--- config.mk ---
export PLATFORM = sky130hd
export DESIGN_NAME = matmul_ctrl_flat
export DESIGN_NICKNAME = d
export VERILOG_FILES = /design/src/rtl/matmul_ctrl_if.sv /design/src/rtl/matmul_ctrl.sv /design/src/flat_wrapper.sv
export SDC_FILE = /design/constraint.sdc
export NUM_CORES = 1
export LEC_CHECK = 0
export ABC_AREA = 1
export CAP_MARGIN = 30
export CORE_ASPECT_RATIO = 1.2
export CORE_MARGIN = 2
export CORE_UTILIZATION = 40
export DETAILED_ROUTE_END_ITERATION = 12
export PLACE_DENSITY = 0.66
export SETUP_SLACK_MARGIN = 0.05
export SLEW_MARGIN = 25
export SYNTH_ARGS = -nofsm -noshare
export SYNTH_HDL_FRONTEND = slang
export SYNTH_SLANG_ARGS = --single-unit
export TNS_END_PERCENT = 50
--- constraint.sdc ---
create_clock -name clk_i -period 2.15 [get_ports clk_i]
set_input_delay 0.43 -clock clk_i [delete_from_list [all_inputs] [get_ports clk_i]]
set_output_delay 0.43 -clock clk_i [all_outputs]
set_load 0.03 [all_outputs]
--- src/rtl/matmul_ctrl_if.sv ---
// ---------------------------------------------------------------------------
// matmul_ctrl_if
// Result writeback channel between the matmul controller and the result
// store. The controller offers one result element index per transfer and the
// store accepts it with wb_ready_i.
//
// Signals:
//   wb_valid_o  controller -> store  an element index is being offered
//   wb_ready_i  store -> controller  the store accepts the offered element
//   wb_row_o    controller -> store  row index of the offered element
//   wb_col_o    controller -> store  column index of the offered element
//
// Modports:
//   master  the controller side (drives valid/row/col)
//   slave   the result store side (drives ready)
// ---------------------------------------------------------------------------
interface matmul_ctrl_if #(
    parameter int DIM_W = 2
);
    logic             wb_valid_o;
    logic             wb_ready_i;
    logic [DIM_W-1:0] wb_row_o;
    logic [DIM_W-1:0] wb_col_o;

    modport master (
        output wb_valid_o,
        output wb_row_o,
        output wb_col_o,
        input  wb_ready_i
    );

    modport slave (
        input  wb_valid_o,
        input  wb_row_o,
        input  wb_col_o,
        output wb_ready_i
    );
endinterface

--- src/rtl/matmul_ctrl.sv ---
// ---------------------------------------------------------------------------
// matmul_ctrl
// Sequencer for a MAX_DIM x MAX_DIM systolic matrix multiplier. One start
// request latches the operand dimensions, clears the accumulators for one
// cycle, streams skewed A/B operands into the array for a fixed number of
// steps, then walks the result elements out in row-major order over a
// valid/ready writeback channel before pulsing done.
//
// Parameters:
//   MAX_DIM  array edge size / largest supported dimension
//   DIM_W    width of the dimension fields ($clog2(MAX_DIM))
//   STEP_W   width of the feed step counter
//
// Ports:
//   clk_i           clock, everything on the rising edge
//   rst_i           synchronous active-high reset
//   start_i         start request, only looked at while idle
//   dim_n_i         rows of A minus 1
//   dim_k_i         inner dimension minus 1
//   dim_m_i         columns of B minus 1
//   busy_o          high whenever not idle
//   done_o          one-cycle completion pulse
//   acc_clr_o       one-cycle accumulator clear
//   feed_en_o       array advance enable
//   step_o          current feed step
//   a_lane_valid_o  per-row A operand valid mask
//   b_lane_valid_o  per-column B operand valid mask
//   wb              writeback channel (master side)
// ---------------------------------------------------------------------------
module matmul_ctrl #(
    parameter int MAX_DIM = 4,
    parameter int DIM_W   = 2,
    parameter int STEP_W  = 4
) (
    input  logic                clk_i,
    input  logic                rst_i,
    input  logic                start_i,
    input  logic [DIM_W-1:0]    dim_n_i,
    input  logic [DIM_W-1:0]    dim_k_i,
    input  logic [DIM_W-1:0]    dim_m_i,
    output logic                busy_o,
    output logic                done_o,
    output logic                acc_clr_o,
    output logic                feed_en_o,
    output logic [STEP_W-1:0]   step_o,
    output logic [MAX_DIM-1:0]  a_lane_valid_o,
    output logic [MAX_DIM-1:0]  b_lane_valid_o,
    matmul_ctrl_if.master       wb
);

    typedef enum logic [2:0] {
        IDLE  = 3'd0,
        CLEAR = 3'd1,
        FEED  = 3'd2,
        WB    = 3'd3,
        DONE  = 3'd4
    } state_t;

    // The array needs 2*(MAX_DIM-1) extra steps beyond the k+1 useful ones so
    // the skewed operands reach the far corner of the array.
    localparam logic [STEP_W-1:0] FEED_TAIL = STEP_W'(2 * (MAX_DIM - 1));

    state_t              state_q;
    state_t              state_d;
    logic [DIM_W-1:0]    n_q;
    logic [DIM_W-1:0]    k_q;
    logic [DIM_W-1:0]    m_q;
    logic [STEP_W-1:0]   step_q;
    logic [DIM_W-1:0]    row_q;
    logic [DIM_W-1:0]    col_q;
    logic [MAX_DIM-1:0]  a_mask;
    logic [MAX_DIM-1:0]  b_mask;
    logic                feed_last;
    logic                wb_fire;
    logic                wb_last;

    assign feed_last = (step_q == (STEP_W'(k_q) + FEED_TAIL));
    assign wb_fire   = (state_q == WB) && wb.wb_ready_i;
    assign wb_last   = (row_q == n_q) && (col_q == m_q);

    // State register; reset wins over everything, including a start request.
    always_ff @(posedge clk_i) begin
        if (rst_i) begin
            state_q <= IDLE;
        end else begin
            state_q <= state_d;
        end
    end

    // Lane i carries operand element (step - i) of its row/column, so it is
    // live only once the skew has reached it and until the k+1 inner-dimension
    // elements have passed. Lanes beyond the active dimension stay dark.
    always_comb begin
        a_mask = '0;
        b_mask = '0;
        for (int i = 0; i < MAX_DIM; i++) begin
            if ((DIM_W'(i) <= n_q) && (step_q >= STEP_W'(i)) &&
                ((step_q - STEP_W'(i)) <= STEP_W'(k_q))) begin
                a_mask[i] = 1'b1;
            end
            if ((DIM_W'(i) <= m_q) && (step_q >= STEP_W'(i)) &&
                ((step_q - STEP_W'(i)) <= STEP_W'(k_q))) begin
                b_mask[i] = 1'b1;
            end
        end
    end

    // Next-state and Moore outputs. Every output defaults to 0 so anything not
    // explicitly raised in a state reads as inactive there.
    always_comb begin
        state_d        = state_q;
        busy_o         = 1'b0;
        done_o         = 1'b0;
        acc_clr_o      = 1'b0;
        feed_en_o      = 1'b0;
        step_o         = '0;
        a_lane_valid_o = '0;
        b_lane_valid_o = '0;
        wb.wb_valid_o  = 1'b0;
        wb.wb_row_o    = '0;
        wb.wb_col_o    = '0;

        case (state_q)
            IDLE: begin
                if (start_i) begin
                    state_d = CLEAR;
                end
            end
            CLEAR: begin
                busy_o    = 1'b1;
                acc_clr_o = 1'b1;
                state_d   = FEED;
            end
            FEED: begin
                busy_o         = 1'b1;
                feed_en_o      = 1'b1;
                step_o         = step_q;
                a_lane_valid_o = a_mask;
                b_lane_valid_o = b_mask;
                if (feed_last) begin
                    state_d = WB;
                end
            end
            WB: begin
                busy_o        = 1'b1;
                wb.wb_valid_o = 1'b1;
                wb.wb_row_o   = row_q;
                wb.wb_col_o   = col_q;
                if (wb.wb_ready_i && wb_last) begin
                    state_d = DONE;
                end
            end
            DONE: begin
                busy_o  = 1'b1;
                done_o  = 1'b1;
                state_d = IDLE;
            end
            default: begin
                state_d = IDLE;
            end
        endcase
    end

    // Datapath registers: dimensions are captured only on the accepting edge
    // so later changes on the dim inputs cannot disturb a running job. The
    // step and index counters are re-armed in CLEAR and advance only in their
    // own phase; the index pair holds while the store stalls.
    always_ff @(posedge clk_i) begin
        if (rst_i) begin
            n_q    <= '0;
            k_q    <= '0;
            m_q    <= '0;
            step_q <= '0;
            row_q  <= '0;
            col_q  <= '0;
        end else begin
            case (state_q)
                IDLE: begin
                    if (start_i) begin
                        n_q <= dim_n_i;
                        k_q <= dim_k_i;
                        m_q <= dim_m_i;
                    end
                end
                CLEAR: begin
                    step_q <= '0;
                    row_q  <= '0;
                    col_q  <= '0;
                end
                FEED: begin
                    if (feed_last) begin
                        step_q <= '0;
                    end else begin
                        step_q <= step_q + STEP_W'(1);
                    end
                end
                WB: begin
                    if (wb_fire) begin
                        if (col_q == m_q) begin
                            col_q <= '0;
                            if (row_q == n_q) begin
                                row_q <= '0;
                            end else begin
                                row_q <= row_q + DIM_W'(1);
                            end
                        end else begin
                            col_q <= col_q + DIM_W'(1);
                        end
                    end
                end
                default: begin
                end
            endcase
        end
    end

endmodule

--- src/flat_wrapper.sv ---
// flat-port wrapper written by rule: the top's interface ports become plain ports
module matmul_ctrl_flat 
#(
    parameter int MAX_DIM = 4,
    parameter int DIM_W   = 2,
    parameter int STEP_W  = 4
)
  (clk_i, rst_i, start_i, dim_n_i, dim_k_i, dim_m_i, busy_o, done_o, acc_clr_o, feed_en_o, step_o, a_lane_valid_o, b_lane_valid_o, wb_wb_valid_o, wb_wb_row_o, wb_wb_col_o, wb_wb_ready_i);
  matmul_ctrl_if #(.DIM_W(DIM_W)) wb_i ();
  input  logic clk_i;
  input  logic rst_i;
  input  logic start_i;
  input  logic [DIM_W-1:0] dim_n_i;
  input  logic [DIM_W-1:0] dim_k_i;
  input  logic [DIM_W-1:0] dim_m_i;
  output logic busy_o;
  output logic done_o;
  output logic acc_clr_o;
  output logic feed_en_o;
  output logic [STEP_W-1:0] step_o;
  output logic [MAX_DIM-1:0] a_lane_valid_o;
  output logic [MAX_DIM-1:0] b_lane_valid_o;
  output wire logic [$bits(wb_i.wb_valid_o)-1:0] wb_wb_valid_o;
  output wire logic [$bits(wb_i.wb_row_o)-1:0] wb_wb_row_o;
  output wire logic [$bits(wb_i.wb_col_o)-1:0] wb_wb_col_o;
  input wire logic [$bits(wb_i.wb_ready_i)-1:0] wb_wb_ready_i;
  assign wb_wb_valid_o = wb_i.wb_valid_o;
  assign wb_wb_row_o = wb_i.wb_row_o;
  assign wb_wb_col_o = wb_i.wb_col_o;
  assign wb_i.wb_ready_i = wb_wb_ready_i;
  matmul_ctrl #(.MAX_DIM(MAX_DIM), .DIM_W(DIM_W), .STEP_W(STEP_W)) u_core (.clk_i(clk_i), .rst_i(rst_i), .start_i(start_i), .dim_n_i(dim_n_i), .dim_k_i(dim_k_i), .dim_m_i(dim_m_i), .busy_o(busy_o), .done_o(done_o), .acc_clr_o(acc_clr_o), .feed_en_o(feed_en_o), .step_o(step_o), .a_lane_valid_o(a_lane_valid_o), .b_lane_valid_o(b_lane_valid_o), .wb(wb_i));
endmodule
* Word-level counts from Yosys, hierarchy flattened *
Index checks and enable logic that the tools add are counted.

storage, ports and cells
  bits in registers = 17
  output and inout bits = 21
  word-level logic and storage cells = 100

cells by class
  muxes and demuxes = 31
  $add $sub $neg = 7
  equal/unequal tests = 12
  magnitude comparators = 16
  reduce and logical (&&, ||, !) cells = 27

operators by type and width
  operator             count
  $logic_and 1x1->1    19
  $le 4x2->1           4
  $mux 4               4
  $mux 2               7
  $mux 1               13
  $pmux 3 s4           1
  $mux 3               3
  $ge 4x1->1 const B   2
  $ge 4x2->1 const B   2
  $le 1x2->1 const A   4
  $le 2x2->1 const A   4
  $pmux 2 s2           2
  $pmux 4 s2           1
  $sub 4x2->4 const B  2
  $eq 3x2->1 const B   2
  $ne 2x2->1 const B   3
  $reduce_and 3->1     2
  $add 2x1->2 const B  2
  $add 2x3->4 const B  1
  $add 4x1->4 const B  1
  $eq 2x2->1           2
  $eq 4x4->1           1
  $ne 2x1->1 const B   2
  $reduce_and 2->1     2
  6 further kinds      7

* Logic depth before layout (Yosys ltp) *
  depth after elaboration = 5
  depth in mapped cells = 11

* Worst setup path before layout *
Ideal clock, no wire load.

  kind = reg2out
  start point = reg u_core.step_q[1]
  end point = out a_lane_valid_o[1]
  path buffers = 0
  arrival time = 2.155 ns
  slack = -0.435 ns
  stages on the path, launching flop included = 10
  cell sequence = dfxtp_1 inv_1 ha_1 inv_1 ha_1 inv_1 nor2_1 o22ai_1 o211ai_1 nor3_1

on the way
  cells in the longest elaborated chain, start to end = 5
  elaborated cells between the ends (all ways) = 7
  classes of those cells = add/sub: 1; order compare: 2; mux: 2; reduce/logical: 2

ends and longest elaborated chain
  what                                             line                                  text
  start: declaration                               matmul_ctrl.sv:68                     logic [STEP_W-1:0] step_q;
  start signal: assignment                         matmul_ctrl.sv:194                    step_q <= step_q + STEP_W'(1);
  $sub 4x1->4 or $ge 4x1->1 (tied branches)        matmul_ctrl.sv:98, matmul_ctrl.sv:97
  $le 4x2->1 or $logic_and 1x1->1 (tied branches)  matmul_ctrl.sv:98, matmul_ctrl.sv:97
  $logic_and 1x1->1 (*)                            matmul_ctrl.sv:97                     if ((DIM_W'(i) <= n_q) && (step_q >= STEP_W'(i)) &&
  $mux 1 (*)                                       matmul_ctrl.sv:97
  $mux 4 (*)                                       matmul_ctrl.sv:123                    case (state_q)
  end: declaration                                 flat_wrapper.sv:21                    output logic [MAX_DIM-1:0] a_lane_valid_o;

Every way passes the cells marked *; elsewhere a longest branch is shown, timed or not.

* Worst setup path after layout *
  start point = reg u_core.step_q[1]
  end point = out b_lane_valid_o[1]

on the way
  cells in the longest elaborated chain, start to end = 5
  elaborated cells between the ends (all ways) = 7
  classes of those cells = add/sub: 1; order compare: 2; mux: 2; reduce/logical: 2

ends and longest elaborated chain
  what                                             line                                    text
  $sub 4x1->4 or $ge 4x1->1 (tied branches)        matmul_ctrl.sv:102, matmul_ctrl.sv:101
  $le 4x2->1 or $logic_and 1x1->1 (tied branches)  matmul_ctrl.sv:102, matmul_ctrl.sv:101
  $logic_and 1x1->1 (*)                            matmul_ctrl.sv:101                      if ((DIM_W'(i) <= m_q) && (step_q >= STEP_W'(i)) &&
  $mux 1 (*)                                       matmul_ctrl.sv:101
  $mux 4 (*)                                       matmul_ctrl.sv:123
  end: declaration                                 flat_wrapper.sv:22                      output logic [MAX_DIM-1:0] b_lane_valid_o;

Marked as above.

==> impl_metrics.json <==
{
  "min-delay-start": "u_core.col_q[0]$_SDFFE_PP0P_",
  "violations": "setup timing",
  "cp.required_ps": 1720,
  "dieArea_sq_mm": 0.00392,
  "fp.dieH_um": 68.2,
  "crit_buf_inv": 4,
  "finalHoldViolations": 0,
  "syn_nets": 225,
  "setup_ws_ps": -235,
  "clock_sinks": 17,
  "ys_seq_area_frac": 0.247,
  "initial_core_util": 0.416,
  "antenna_found_initial": 0,
  "clkLatencyLatePin_ps": 250,
  "period_minus_slack_ps": 2390,
  "period_share": 1.11,
  "fin_nets": 268,
  "timing.rr.end": "u_core.state_q[1]$_SDFFE_PP0P_",
  "worst_pin_slew_ps": 470,
  "ant_nets": 0,
  "drt_first_iter_violations": 28,
  "num_vias": 1376,
  "cp-end-kind": "output port",
  "grt_overflow": 0,
  "finalWirelength_um": 3510,
  "crit_fanout": 2,
  "clock-root-buffer": "clkbuf_8",
  "routedWlPerCell_um": 12.5,
  "max-slew-margin-rel": 0.685,
  "max_stage_delay_ps": 360,
  "grt_pass1_vias": 1292,
  "path_delay_family": "adder cells",
  "synth_warnings": 0,
  "placed_area_sq_mm": 0.00184,
  "cts_tree": "done",
  "port_buffers": 30,
  "grt_pass1_wl_um": 6040,
  "arrival_ps": 1960,
  "r2r_setup_slack_ps": 500,
  "cts_hold_buf": 0,
  "worst_setup_path_start_kind": "flop",
  "grtUsageTotal": 0.202,
  "worst_r2r_path_depth": 12,
  "gp_congestion": 0.958,
  "critPathKind": "flop to output port",
  "die_w_um": 57.5,
  "dp_slack_ps": 29.6,
  "coreArea_sq_mm": 0.00331,
  "syn_area_sq_mm": 0.00138,
  "postLayoutCoreUtil": 0.588,
  "drt_first_pass_iters": 4,
  "drive_above_1_share": 0.284,
  "maxCapViolCount": 0,
  "cts_buffer_depth": 2,
  "diodes": 0,
  "fin_worst_skew_ps": 6.17,
  "ys_ff_latch": 17,
  "slew_violations": 0,
  "min_to": "u_core.col_q[0]$_SDFFE_PP0P_",
  "setup_viol": 4,
  "io_pins": 31,
  "final_cell_area_sq_mm": 0.00195,
  "fmax_mhz": 419,
  "avgSynthCellArea_sq_um": 6.84,
  "setup_tns_ps": -865,
  "drc": 0,
  "rows": 23,
  "final_cell_mix": "nand2_1 (35), inv_1 (20), nor2_1 (20)",
  "synthToLayoutAreaGrowth_pct": 41.6,
  "cts_htree_levels": 1,
  "vias_per_cell": 4.91,
  "hold_depth": 2,
  "min_path_type": "flop to flop",
  "dp_hpwl_um": 2680,
  "slowest_stage": "dfxtp_4",
  "p_leak_nw": 0.930,
  "grt_max_degree": 13,
  "power_w": 0.00205,
  "synthDistinctLibCells": 32,
  "status": "finished with violations",
  "rsz0062_at_grt": "yes",
  "layout.cells.most_common": "nand2_1",
  "numCtsBuffers": 3,
  "power_density_mw_per_mm2": 1050,
  "clk_pin_slew_ps": 70,
  "peakVddDrop_mv": 0.929,
  "crit_path_cell_trace": "inv_4, ha_4, inv_2, ha_4, inv_2, o22ai_1, o211ai_1, nor3_4, buf_6",
  "syn_inst": 201,
  "r2r_start": "u_core.step_q[0]$_SDFFE_PP0N_"
}
[cells by family (layout without fill, tap and decap cells)]
kind of cell	Yosys count	in the layout	share of synthesized area
AOI/OAI and AO/OA	34	34	0.130
xor gates and xnor gates	7	7	0.0446
adders and majority gates	14	14	0.127
buffers and inverters	38	80	0.116
DFF	17	17	0.248
and+or+nand+nor	91	91	0.335
[timing repair]
item                                    4_1_cts  5_1_grt
pin swaps                                     3        4
endpoints found under the setup margin       19       10
buffers inserted                              1        0
gates resized for setup                      23       15
[flip-flops by register name, indices dropped and copies added (netlist names)]
register / flops
u_core.step_q: 4
u_core.state_q: 3
u_core.col_q: 2
u_core.k_q: 2
u_core.m_q: 2
u_core.n_q: 2
u_core.row_q: 2
[synth_stat cells]
library cell  instances  share of area
xnor2_1               1         0.0064
nor4_1                2         0.0091
nand3_1              12          0.044
ha_1                 14           0.13
nand2_1              35          0.096
buf_2                 1         0.0036
nor3b_1               1         0.0055
o22ai_1               2         0.0091
o21ai_1               3          0.011
inv_2                 4          0.011
clkbuf_1              1         0.0027
nand4_1               1         0.0046
nand3b_1              1         0.0055
inv_1                28          0.076
nor3_2                1         0.0073
nor2_1               22          0.060
nor2_8                2          0.029
nor2_2                1         0.0046
o211ai_1              1         0.0055
clkinv_4              1         0.0064
xor2_1                6          0.038
or2_1                 1         0.0046
dfxtp_1              17           0.25
a21oi_1              16          0.058
buf_4                 2          0.011
inv_4                 1         0.0046
o21ai_0              11          0.040
nor3_1                4          0.015
nand2_2               4          0.018
nand2_4               1         0.0082
a21oi_2               1         0.0064
nor2_4                3          0.025
[worst max path at each step]
| stage | start | endpoint | slack, ps | depth (start not counted) |
|---|---|---|---|---|
| floorplan | u_core.step_q[1]$_SDFFE_PP0N_ | a_lane_valid_o[1] | 20 | 8 |
| global placement | u_core.step_q[0]$_SDFFE_PP0N_ | a_lane_valid_o[1] | 60 | 9 |
| detailed placement | u_core.step_q[0]$_SDFFE_PP0N_ | b_lane_valid_o[1] | 30 | 9 |
| CTS | u_core.step_q[0]$_SDFFE_PP0N_ | a_lane_valid_o[1] | -240 | 9 |
| global route | u_core.step_q[1]$_SDFFE_PP0N_ | a_lane_valid_o[1] | -290 | 9 |
| finish | u_core.step_q[1]$_SDFFE_PP0N_ | b_lane_valid_o[1] | -240 | 9 |
[metal layers]
layer	track usage	up-vias	wire length [um]
met5	0	-	0
met2	0.365	31	1790
met1	0.236	618	1510
met3	0.0321	5	153
li1	-	722	-
met4	0.0843	0	62
[area by class of cell]
cell class	count	area (sq um)
timing repair buffer	42	365
clock buffer	4	45.0
multi-input combinational	146	1000
fill	332	1360
tap	37	46.3
inverter	34	140
sequential	17	348
[power breakdown]
group / switching [W] / total [W] / leakage (nW) / internal (W)
clock network: 0.000105 / 0.000237 / 0.0228 / 0.000132
logic: 0.000832 / 0.00136 / 0.766 / 0.000527
registers: 0.0000660 / 0.000452 / 0.140 / 0.000386
total: 0.00100 / 0.00205 / 0.930 / 0.00104
[metrics by stage]
step	hold WS, ps	std cells
floorplan	445	201
global route	528	280
CTS	509	280
detailed placement	500	275
finish	508	280
global placement	490	275
[worst reg2reg max path, stage by stage, from the launching register on]
cell and delay [ps]:
dfxtp_4 360, inv_4 40, buf_4 140, ha_4 290, nand2_1 70, inv_1 60
nand2_2 70, nor2_4 180, nor2_8 60, nor2_4 110, nand3_1 70, nand2_1 70
inv_1 40
No activity file was read; power rests on OpenSTA's default activity.
==> RTL edit 1: new RTL, config.mk and constraints unchanged <==
`STEP_W` is set to 4 in 2 places; all go to 6.
--- a/src/rtl/matmul_ctrl.sv
+++ b/src/rtl/matmul_ctrl.sv
@@ -32,3 +32,3 @@
     parameter int DIM_W   = 2,
-    parameter int STEP_W  = 4
+    parameter int STEP_W  = 6
 ) (
--- a/src/flat_wrapper.sv
+++ b/src/flat_wrapper.sv
@@ -5,3 +5,3 @@
     parameter int DIM_W   = 2,
-    parameter int STEP_W  = 4
+    parameter int STEP_W  = 6
 )
Ports: changed (resized step_o); port bits go from 31 to 33. No check against the original RTL was run, so the function may have changed too.
==> RTL edit 1 against the original RTL <==
  * The flow still finishes with violations (negative setup slack)
  * Clock power rose by 3%
  * Setup slack got worse by 0.022 ns
  * First-iteration DRC count rose by 64%
  * Synthesized area rose by 3.4%
  * Clock skew fell by 0.0045 ns
  * Routed wire length rose by 7.8%
  * Sequential cell count rose by 2
  * Design area rose by 2.5%
  * Power rose by 8.8%
  * Critical path type unchanged
  * Largest cell class unchanged
==> RTL edit 1: results <==
[outcome]
status = "finished, violations left"
violations = "negative setup slack"

[placement]
place.gp.congestion = 0.8750
dpl.hpwl_um = 2992
place_area_sq_um = 1833
portBuffers = 32

[sta]
setup_viol_count_final = 5
max_slew_margin = 0.7335
skew_ns = 0.001641
layout_setup_ws_ns = -0.2575

[route]
dr_wl_met3_um = 117
wl_um = 3785
viasPerCell = 5.044
route.met2.wl_um = 1972
wl_met1_um = 1666
dr.first_iter.drc_count = 46
dr.pass1.iters = 4

[clock_network]
cts_made_buffers = 3
htreeDepth = 1
clk_pin_slew_worst_paths_ns = 0.07
root_buffer = "clkbuf_8"
clock_path_buffers = 2

[global_routing]
grt_pass1_wl_um = 6175
grt_util_met1 = 0.2371
gr-usage-met3 = 0.02052
grt_pass1_vias = 1424
grt_max_degree = 13
grtUsageMet2 = 0.3471
grtUsageTotal = 0.1919
antenna_found_initial = 0

[finish]
finalInstanceArea_sq_um = 1996
reg_top3 = "u_core.step_q (6), u_core.state_q (3)"
nFillCells = 340
antenna_cells = 0
nets = 282
layout-drive-gt1-share = 0.2548

[synth]
synth_compound_area_frac = 0.1276
synthTopCellsByArea = "dfxtp_1, nand2_1, ha_1, inv_1, nor2_1"
yosys.area_share.xor_xnor = 0.03697
synth_fa_ha_area_frac = 0.1056
synthesis.nets = 237
yosysUniqueCellTypes = 29
yosysWarnings = 0
synth.area.mux_share = 0
ys_seq_area_frac = 0.2676
synthTopCellsByCount = "nand2_1, inv_1, nor2_1, dfxtp_1, a21oi_1"

[worst_hold_path]
hold_class = "flop to flop"

[worst_setup_path]
critPathSlowestCell = "dfxtp_2"
path_delay_family = "adder cells"
slowest_delay_ns = 0.35

[pwr]
netSwitchingPower_mw = 1.078
ir_drop_mv = 0.7360
cellLeakagePower_nw = 0.9446
## RTL edit 1: cell count changes after synthesis, moves of 3 or more
cell | unedited run | this run
nor2_1 | 22 | 27
nor3_1 | 4 | 7
nand3_1 | 12 | 9
nand2_1 | 35 | 41
nand4_1 | 1 | 7
## RTL edit 1: worst paths after layout
kind	from	to	slack (ns)	depth (start not counted)
max	u_core.step_q[1]	a_lane_valid_o[1]	-0.26	9
min	u_core.step_q[5]	u_core.step_q[5]	0.50	2
max reg2reg	u_core.step_q[0]	u_core.state_q[1]	0.49	10
min reg2reg	u_core.step_q[5]	u_core.step_q[5]	0.50	2
## RTL edit 1: repair_timing
action / in CTS / in global routing
gates cloned: 0 / 0
buffers inserted: 2 / 1
resized for setup: 27 / 13
pin swaps: 12 / 5
setup endpoints to repair: 18 / 11
## RTL edit 1: power groups by stage
stage                     clock network (mW)  registers, mW  logic, mW
after floorplan                            0          0.507      0.898
after global placement                     0          0.514       1.26
after detailed placement                   0          0.514       1.27
after CTS                              0.250          0.513       1.36
after global routing                   0.267          0.529       1.62
final                                  0.244          0.518       1.47
## RTL edit 1: metrics by stage
stage,std cells,worst slack (ns),hold WS (ns),TNS (ns)
2_1_floorplan,215,-0.03037,0.4443,-0.1331
3_5_place_dp,290,-0.07688,0.4896,-0.1488
5_1_grt,296,-0.3314,0.5438,-1.273
4_1_cts,296,-0.2589,0.5010,-1.165
3_3_place_gp,290,0.01765,0.4821,0
6_report,296,-0.2575,0.5003,-0.8065
## RTL edit 1: layout make-up
| class | count | area share |
|---|---|---|
| Multi-Input combinational cell | 159 | 0.5022 |
| Timing Repair Buffer | 44 | 0.1956 |
| Sequential cell | 19 | 0.1918 |
| Inverter | 33 | 0.06458 |
| Tap cell | 37 | 0.02320 |
| Clock buffer | 4 | 0.02257 |
==> RTL edit 2: new RTL, same settings <==
Made on the original files. Reset style: asynchronous (`rst_i`), changed in 2 clocked blocks. Comments in the files are not updated.
--- a/src/rtl/matmul_ctrl.sv
+++ b/src/rtl/matmul_ctrl.sv
@@ -81,3 +81,3 @@
     // State register; reset wins over everything, including a start request.
-    always_ff @(posedge clk_i) begin
+    always_ff @(posedge clk_i or posedge rst_i) begin
         if (rst_i) begin
@@ -167,3 +167,3 @@
     // own phase; the index pair holds while the store stalls.
-    always_ff @(posedge clk_i) begin
+    always_ff @(posedge clk_i or posedge rst_i) begin
         if (rst_i) begin
Formal check against the unedited RTL: differs if rst_i is asserted again (counterexample within 4 cycles, from zero or initial values and one cycle with rst_i high); with rst_i held inactive, the same outputs for 10 cycles.
==> RTL edit 2 against the original RTL <==
  * The flow still finishes with violations (negative setup slack)
  * Register-to-register slack improved by 0.06 ns
  * Setup slack improved by 0.060 ns
  * Final cell count decreased by 5.4%
  * Design area decreased by 0.39%
  * Sequential cell count unchanged
  * Synthesized area decreased by 4.4%
  * Via count decreased by 2.2%
  * Routed wire length increased by 0.71%
  * Critical endpoint unchanged
  * Largest cell class unchanged
Power is not shown: default switching activity piles up to over one toggle a cycle in this logic, so the estimate is an artifact.
==> RTL edit 2: results <==
[synth]
synth_fa_ha_area_frac = 0.1332
synth_compound_area_frac = 0.1113
yosysUniqueCellTypes = 25
ys_seq_area_frac = 0.3235
async_reset_ff_frac = 1.000
synthesis.nets = 211
netlist_instances = 187
synth.area.mux_share = 0.008563
synth-main-ff-cell = "dfrtp_1"

[worst_setup_path]
slowest_delay_ns = 0.41
critPathSlowestCell = "dfrtp_2"
crit_start = "u_core.step_q[1]"

[global_routing]
grt_pass1_wl_um = 5871
grtUsageTotal = 0.1993
grt_util_met1 = 0.2437
grt_max_degree = 18
gr-usage-met3 = 0.02524
grtUsageMet2 = 0.3721

[sta]
max_slew_margin = 0.5397
setup_viol_count_final = 8
finalSetupTns_ns = -0.7235
layout_setup_ws_ns = -0.1758
skew_ns = 0.002951

[clock_network]
clk_pin_slew_worst_paths_ns = 0.11
insertion_delay_ns = 0.29
root_buffer = "clkbuf_4"

[finish]
nets = 254
final-instance-count-excl-fill = 265
layout-drive-gt1-share = 0.3188

[placement]
place_area_sq_um = 1739
place.gp.congestion = 0.8189
dpl.hpwl_um = 2687

[worst_hold_path]
hp-start = "u_core.col_q[1]"

[outcome]
violations = "negative setup slack"
status = "finished, violations left"

[route]
drt-wirelength-per-cell_um = 13.34
viasPerCell = 5.079
dr.first_iter.drc_count = 34
route.met2.wl_um = 1840
dr.pass1.iters = 5
[RTL edit 2: final timing paths]
check	depth (start not counted)	to	slack, ns
setup reg to reg	9	u_core.state_q[2]	0.56
setup / recovery	9	b_lane_valid_o[1]	-0.18
min in group asynchronous	2	u_core.col_q[1]	0.53
hold / removal	1	u_core.col_q[1]	0.47
max in group asynchronous	2	u_core.step_q[1]	1.14
hold reg to reg	1	u_core.col_q[1]	0.47
[RTL edit 2: cell type report]
cell class | instances | area (sq um) | area share
clock inverters | 1 | 5.005 | 0.002581
well taps | 36 | 45.04 | 0.02323
flip-flops and latches | 17 | 427.9 | 0.2206
inverters | 29 | 118.9 | 0.06129
repair buffers | 41 | 379.1 | 0.1955
clock buffers | 3 | 22.52 | 0.01161
multi-input cells | 138 | 940.9 | 0.4852
[RTL edit 2: repair_timing]
action	4_1_cts	5_1_grt
gates cloned	0	0
pin swaps	8	8
gates resized for setup	35	26
buffers inserted	1	1
setup endpoints to repair	20	17
